===== src/rtl/rtc_bus_ctrl.sv =====
// Bus-cycle engine for the RTC chip's multiplexed address/data bus.
// One request runs an address phase, a bus-released gap, then a data phase.
module rtc_bus_ctrl #(
    parameter int unsigned T_SU  = 2,
    parameter int unsigned T_PW  = 10,
    parameter int unsigned T_H   = 2,
    parameter int unsigned T_GAP = 4
) (
    input  logic       clk,
    input  logic       Reset,
    input  logic       start_i,
    input  logic       rw_i,
    input  logic [7:0] addr_i,
    input  logic [7:0] wdata_i,
    input  logic [7:0] ad_in_i,
    output logic [7:0] ad_out_o,
    output logic       ad_oe_o,
    output logic       cs_n_o,
    output logic       rd_n_o,
    output logic       wr_n_o,
    output logic       a_d_o,
    output logic [7:0] rdata_o,
    output logic       busy_o,
    output logic       done_o
);

    localparam int unsigned CW = 16;

    typedef enum logic [3:0] {
        S_IDLE, S_A_SET, S_A_STB, S_A_HLD, S_GAP,
        S_D_SET, S_D_STB, S_D_HLD, S_DONE
    } state_t;

    state_t        state_q, state_d;
    logic [CW-1:0] cnt_q, cnt_d;
    logic          rw_q, rw_d;
    logic [7:0]    addr_q, addr_d, wdata_q, wdata_d, rdata_q, rdata_d;
    logic [7:0]    ad_out_q, ad_out_d;
    logic          ad_oe_q, ad_oe_d, cs_n_q, cs_n_d, rd_n_q, rd_n_d;
    logic          wr_n_q, wr_n_d, a_d_q, a_d_d, busy_q, busy_d, done_q, done_d;

    function automatic logic [CW-1:0] dwell(state_t s);
        case (s)
            S_A_SET, S_D_SET: dwell = CW'(T_SU - 1);
            S_A_STB, S_D_STB: dwell = CW'(T_PW - 1);
            S_A_HLD, S_D_HLD: dwell = CW'(T_H - 1);
            S_GAP:            dwell = CW'(T_GAP - 1);
            default:          dwell = '0;
        endcase
    endfunction

    function automatic state_t succ(state_t s);
        case (s)
            S_A_SET: succ = S_A_STB;
            S_A_STB: succ = S_A_HLD;
            S_A_HLD: succ = S_GAP;
            S_GAP:   succ = S_D_SET;
            S_D_SET: succ = S_D_STB;
            S_D_STB: succ = S_D_HLD;
            S_D_HLD: succ = S_DONE;
            default: succ = S_IDLE;
        endcase
    endfunction

    always_comb begin
        state_d = state_q;
        cnt_d   = cnt_q;
        rw_d    = rw_q;
        addr_d  = addr_q;
        wdata_d = wdata_q;
        rdata_d = rdata_q;

        if (state_q == S_IDLE) begin
            if (start_i) begin
                state_d = S_A_SET;
                rw_d    = rw_i;
                addr_d  = addr_i;
                wdata_d = wdata_i;
            end
        end else if (cnt_q == '0) begin
            state_d = succ(state_q);
        end else begin
            cnt_d = cnt_q - CW'(1);
        end
        if (state_d != state_q) cnt_d = dwell(state_d);

        // Sample the chip's data on the final strobe-low cycle, before rd_n rises.
        if (state_q == S_D_STB && cnt_q == '0 && rw_q) rdata_d = ad_in_i;

        // Outputs are registered, so decode from the state being entered.
        cs_n_d   = 1'b1;
        a_d_d    = 1'b1;
        ad_oe_d  = 1'b0;
        ad_out_d = ad_out_q;
        rd_n_d   = 1'b1;
        wr_n_d   = 1'b1;
        done_d   = 1'b0;
        busy_d   = (state_d != S_IDLE);

        case (state_d)
            S_A_SET, S_A_STB, S_A_HLD: begin
                cs_n_d   = 1'b0;
                a_d_d    = 1'b0;
                ad_oe_d  = 1'b1;
                ad_out_d = addr_d;
                wr_n_d   = (state_d != S_A_STB);
            end
            S_D_SET, S_D_STB, S_D_HLD: begin
                cs_n_d  = 1'b0;
                ad_oe_d = ~rw_d;
                if (!rw_d) ad_out_d = wdata_d;
                if (state_d == S_D_STB) begin
                    wr_n_d = rw_d;
                    rd_n_d = ~rw_d;
                end
            end
            S_DONE:  done_d = 1'b1;
            default: ;
        endcase
    end

    always_ff @(posedge clk or posedge Reset) begin
        if (Reset) begin
            state_q  <= S_IDLE;
            cnt_q    <= '0;
            rw_q     <= 1'b0;
            addr_q   <= '0;
            wdata_q  <= '0;
            rdata_q  <= '0;
            ad_out_q <= '0;
            ad_oe_q  <= 1'b0;
            cs_n_q   <= 1'b1;
            rd_n_q   <= 1'b1;
            wr_n_q   <= 1'b1;
            a_d_q    <= 1'b1;
            busy_q   <= 1'b0;
            done_q   <= 1'b0;
        end else begin
            state_q  <= state_d;
            cnt_q    <= cnt_d;
            rw_q     <= rw_d;
            addr_q   <= addr_d;
            wdata_q  <= wdata_d;
            rdata_q  <= rdata_d;
            ad_out_q <= ad_out_d;
            ad_oe_q  <= ad_oe_d;
            cs_n_q   <= cs_n_d;
            rd_n_q   <= rd_n_d;
            wr_n_q   <= wr_n_d;
            a_d_q    <= a_d_d;
            busy_q   <= busy_d;
            done_q   <= done_d;
        end
    end

    assign ad_out_o = ad_out_q;
    assign ad_oe_o  = ad_oe_q;
    assign cs_n_o   = cs_n_q;
    assign rd_n_o   = rd_n_q;
    assign wr_n_o   = wr_n_q;
    assign a_d_o    = a_d_q;
    assign rdata_o  = rdata_q;
    assign busy_o   = busy_q;
    assign done_o   = done_q;

endmodule

===== config.mk =====
export PLATFORM = sky130hd
export DESIGN_NAME = rtc_bus_ctrl
export DESIGN_NICKNAME = d
export VERILOG_FILES = /design/src/rtl/rtc_bus_ctrl.sv
export SDC_FILE = /design/constraint.sdc
export NUM_CORES = 1
export LEC_CHECK = 0
export BUFFER_PORTS_ARGS = -buffer_cell sky130_fd_sc_hd__buf_2
export CORE_ASPECT_RATIO = 1.75
export CORE_MARGIN = 1
export CORE_UTILIZATION = 45
export DETAILED_ROUTE_END_ITERATION = 8
export PLACE_DENSITY = 0.66
export SETUP_SLACK_MARGIN = 0.15
export SYNTH_ARGS = -nofsm -noshare
export SYNTH_HDL_FRONTEND = slang
export SYNTH_SLANG_ARGS = --single-unit

===== constraint.sdc =====
create_clock -name clk -period 2.8 [get_ports clk]
set_clock_uncertainty 0.15 [all_clocks]
set_input_delay 0.42 -clock clk [delete_from_list [all_inputs] [get_ports clk]]
set_output_delay 0.42 -clock clk [all_outputs]
set_load 0.02 [all_outputs]

==> run_results.csv <==
group,metric,value,unit
outcome,status,"complete, no violations",
pwr,power_frac_seq,40.1,%
clocking,max-clock-path-buffers,2,
floorplan,row_count,39,
logic_synthesis,synth.net_count,317,
worst_setup_path,cpLargestDelayFamily,"compound AO/OA/AOI/OAI gates",
timing,timing.max_slew.rel_slack,34.0,%
pwr,power.internal,1.80,mW
worst_setup_path,count_of_buffer_and_inverter_cells_on_the_critical_path,2,
place,gp_congestion,0.861,
timing,fmaxAchievable,410,MHz
clocking,path_clk_slew,0.05,ns
timing,timing.final.hold_violations,0,
layout,n_antenna_cell,0,
logic_synthesis,async_reset_ff_share,100,%
layout,layout.cells.most_common,"dfrtp_1",
layout,fillers,607,
floorplan,die-width,65.2,µm
routing,drt_pass1_iterations,4,
logic_synthesis,post_synth_instance_area,3140,µm²
global_route,global_route_wire_length_before_repair,12000,µm
worst_setup_path,start_kind,"flip-flop",
layout,final_util,57.0,%
pwr,power.share.clock,45.9,%
worst_setup_path,required,2.85,ns
pwr,peak_supply_drop,0.000452,V
floorplan,boundaryPins,51,
place,port_buffers,50,
logic_synthesis,yosysWarningCount,0,
worst_setup_path,worst-endpoint-arrival,2.50,ns
timing,post-route-period-util,87.2,%
clocking,htreeDepth,3,
layout,layout-area-overhead-vs-synth,20.5,%
layout,mostFrequentLayoutCells,"dfrtp_1, buf_2, nor2_1",
logic_synthesis,ys.flop_type,"dfrtp_1",
logic_synthesis,number_of_enable_type_register_cells_in_the_synthesized_netlist,0,
pwr,cell_area_power_density,636,nW/µm²
pwr,pwr-share-comb,14.0,%
routing,detail_route.vias_per_cell,5.71,
worst_setup_path,critical-path-max-stage-delay,0.42,ns
layout,multiInputGateArea,1490,µm²
clocking,tritoncts,"done",
clocking,clock_sink_count,60,
pwr,p_sw_share,25.4,%
timing,max_slew.worst_pin.slew,0.976,ns
worst_hold_path,min-delay-path-class,"primary input to asynchronous set/reset pin",
routing,detail-route-antenna-nets,0,
global_route,global_route.usage.total,21.9,%
layout,drive_gt1_share,32.9,%
layout,post_layout_nonfiller_instances,425,
place,detailedPlacementHpwl,5110,µm
job,maxCapViolCount,0,
layout,final_area,3780,µm²
layout,nNetsFinal,368,
pwr,power,2.41,mW
routing,drt_first_iter_violations,121,
timing,setup_viol,0,
clocking,worst_skew_pair.late_latency,0.33,ns
place,area_of_placed_instances,3480,µm²
logic_synthesis,synth.ff_latch_count,60,
worst_setup_path,cp_slowest_cell,"dfrtp_1",
global_route,number_of_antenna_violations_at_the_first_check_in_global_routing,0,
logic_synthesis,syn_avg_cell_area,10.9,µm²
worst_setup_path,crit_path_cell_trace,"inv_1 > ha_1 > nor3b_2 > and4_1 > buf_4 > o21ai_2 > a211oi_1 > mux2_1",
routing,detailroute.via_count,2428,
floorplan,initial_core_util,47.3,%
logic_synthesis,synth-seq-area-share,48.0,%
worst_setup_path,timing_worst_setup_path_type,"flip-flop to flip-flop",
floorplan,core_area,6640,µm²
pwr,power_dissipated_by_switching_net_loads,611,µW
logic_synthesis,mapped_cells,287,
place,dpl.cell_count,409,
timing,fin_tns_setup,0,ns
floorplan,die_area,7330,µm²
worst_setup_path,worstPathMaxFanout,16,
global_route,gr-total-overflow,0,
clocking,cts_inserted_buffers,9,
logic_synthesis,synthDistinctLibCells,55,
routing,avgRoutedWirePerCell,16.8,µm
global_route,first_global_vias,2526,
floorplan,fp.dieH,113,µm
worst_setup_path,worstSetupEndpointType,"flip-flop",
clocking,cts_root_buffer,"clkbuf_16",
routing,drt-total-wl,7140,µm
global_route,largest_net_degree_at_the_start_of_global_routing,35,
timing,timing.final.crit_period,2.44,ns
timing,finalMaxSlewViolations,0,
routing,drt_drc_violations_left,0,
timing,unrepaired_setup_endpoints_after_global_routing,"false",
pwr,power_leakage,1.77,nW
layout,seq_area,1510,µm²
==> kinds of logic after synthesis <==
kind of cell / count (synthesis) / synth area share, %
AOI/OAI and AO/OA: 59 / 12.8
xor gates and xnor gates: 12 / 3.35
adders and majority gates: 2 / 0.797
buffers and inverters: 31 / 4.66
DFF: 60 / 48.0
muxes: 32 / 11.3
and+or+nand+nor: 91 / 19.1
==> stage by stage <==
stage | worst slack (ns) | hold WS, ns
2_1_floorplan | 0.549 | 0.321
5_1_grt | 0.161 | 0.0612
3_5_place_dp | 0.347 | 0.339
6_report | 0.358 | 0.0159
3_3_place_gp | 0.440 | 0.333
4_1_cts | 0.319 | 0.0244
==> Yosys cell counts, types with 4 or more instances <==
| cell | number | area, µm² |
|---|---|---|
| inv_1 | 11 | 41.3 |
| o22a_1 | 7 | 61.3 |
| mux2_2 | 17 | 191 |
| nor3_1 | 4 | 20.0 |
| nand2_1 | 8 | 30.0 |
| clkbuf_1 | 7 | 26.3 |
| mux2i_1 | 7 | 70.1 |
| buf_2 | 6 | 30.0 |
| mux2_1 | 7 | 78.8 |
| nand3_1 | 11 | 55.1 |
| xor2_1 | 12 | 105 |
| o22ai_1 | 8 | 50.1 |
| nand4_1 | 4 | 25.0 |
| nand3b_1 | 10 | 75.1 |
| nor2_1 | 25 | 93.8 |
| dfstp_2 | 4 | 105 |
| a21oi_1 | 15 | 75.1 |
| dfrtp_1 | 56 | 1400 |
| o21ai_0 | 8 | 40.0 |
| a211oi_1 | 7 | 52.6 |
==> layout make-up <==
| cell class | count | share of cell area [%] |
|---|---|---|
| Tap cell | 82 | 2.71 |
| Inverter | 11 | 1.09 |
| Clock buffer | 11 | 6.68 |
| Clock inverter | 5 | 1.32 |
| Multi-Input combinational cell | 196 | 39.5 |
| Sequential cell | 60 | 39.8 |
| Timing Repair Buffer | 60 | 8.93 |
==> worst paths after layout <==
check	from	to	slack (ns)	cells past startpoint
worst max-delay path	cnt_q[0]$_DFFE_PP0P_	ad_out_o[4]$_DFFE_PP0P_	0.36	8
worst min-delay path	Reset	addr_q[7]$_DFF_PP0_	0.02	2
worst max register to register	cnt_q[0]$_DFFE_PP0P_	ad_out_o[4]$_DFFE_PP0P_	0.36	8
worst min register to register	ad_out_o[2]$_DFFE_PP0P_	ad_out_o[2]$_DFFE_PP0P_	0.35	1
max in group asynchronous	Reset	rd_n_o$_DFF_PP1_	1.83	3
min in group clk	wdata_i[3]	wdata_q[3]$_DFF_PP0_	0.17	2
==> registers in the layout, summed over array words and instances, names as in the netlist <==
signal and flops:
wr_n_o 1, cs_n_o 1, addr_q 8, rw_q 1, rdata_o 8, ad_out_o 8, state_q 4, wdata_q 8
done_o 1, rd_n_o 1, ad_oe_o 1, a_d_o 1, cnt_q 16, busy_o 1
==> power by group through the flow <==
stage	Sequential, mW	Combinational [mW]	Clock, mW
global placement	0.978	0.331	0
global route	0.972	0.372	1.16
finish	0.966	0.337	1.10
floorplan	0.992	0.225	0
CTS	0.965	0.340	1.13
detailed placement	0.979	0.339	0
==> metal layers <==
| metal | GRT usage, % | vias to the layer above | part of all wire, % |
|---|---|---|---|
| met5 | 0 | - | 0 |
| met4 | 12.2 | 0 | 2.9 |
| met3 | 4.98 | 18 | 3.1 |
| met2 | 38.3 | 54 | 56 |
| met1 | 23.6 | 1210 | 38 |
| li1 | - | 1146 | - |
==> timing repair <==
action | in CTS | in global routing
hold buffers | 0 | 0
endpoints found under the setup margin | 0 | 2
resized for setup | 0 | 1
buffers inserted | 0 | 0
No activity file was read; power rests on OpenSTA's default activity.
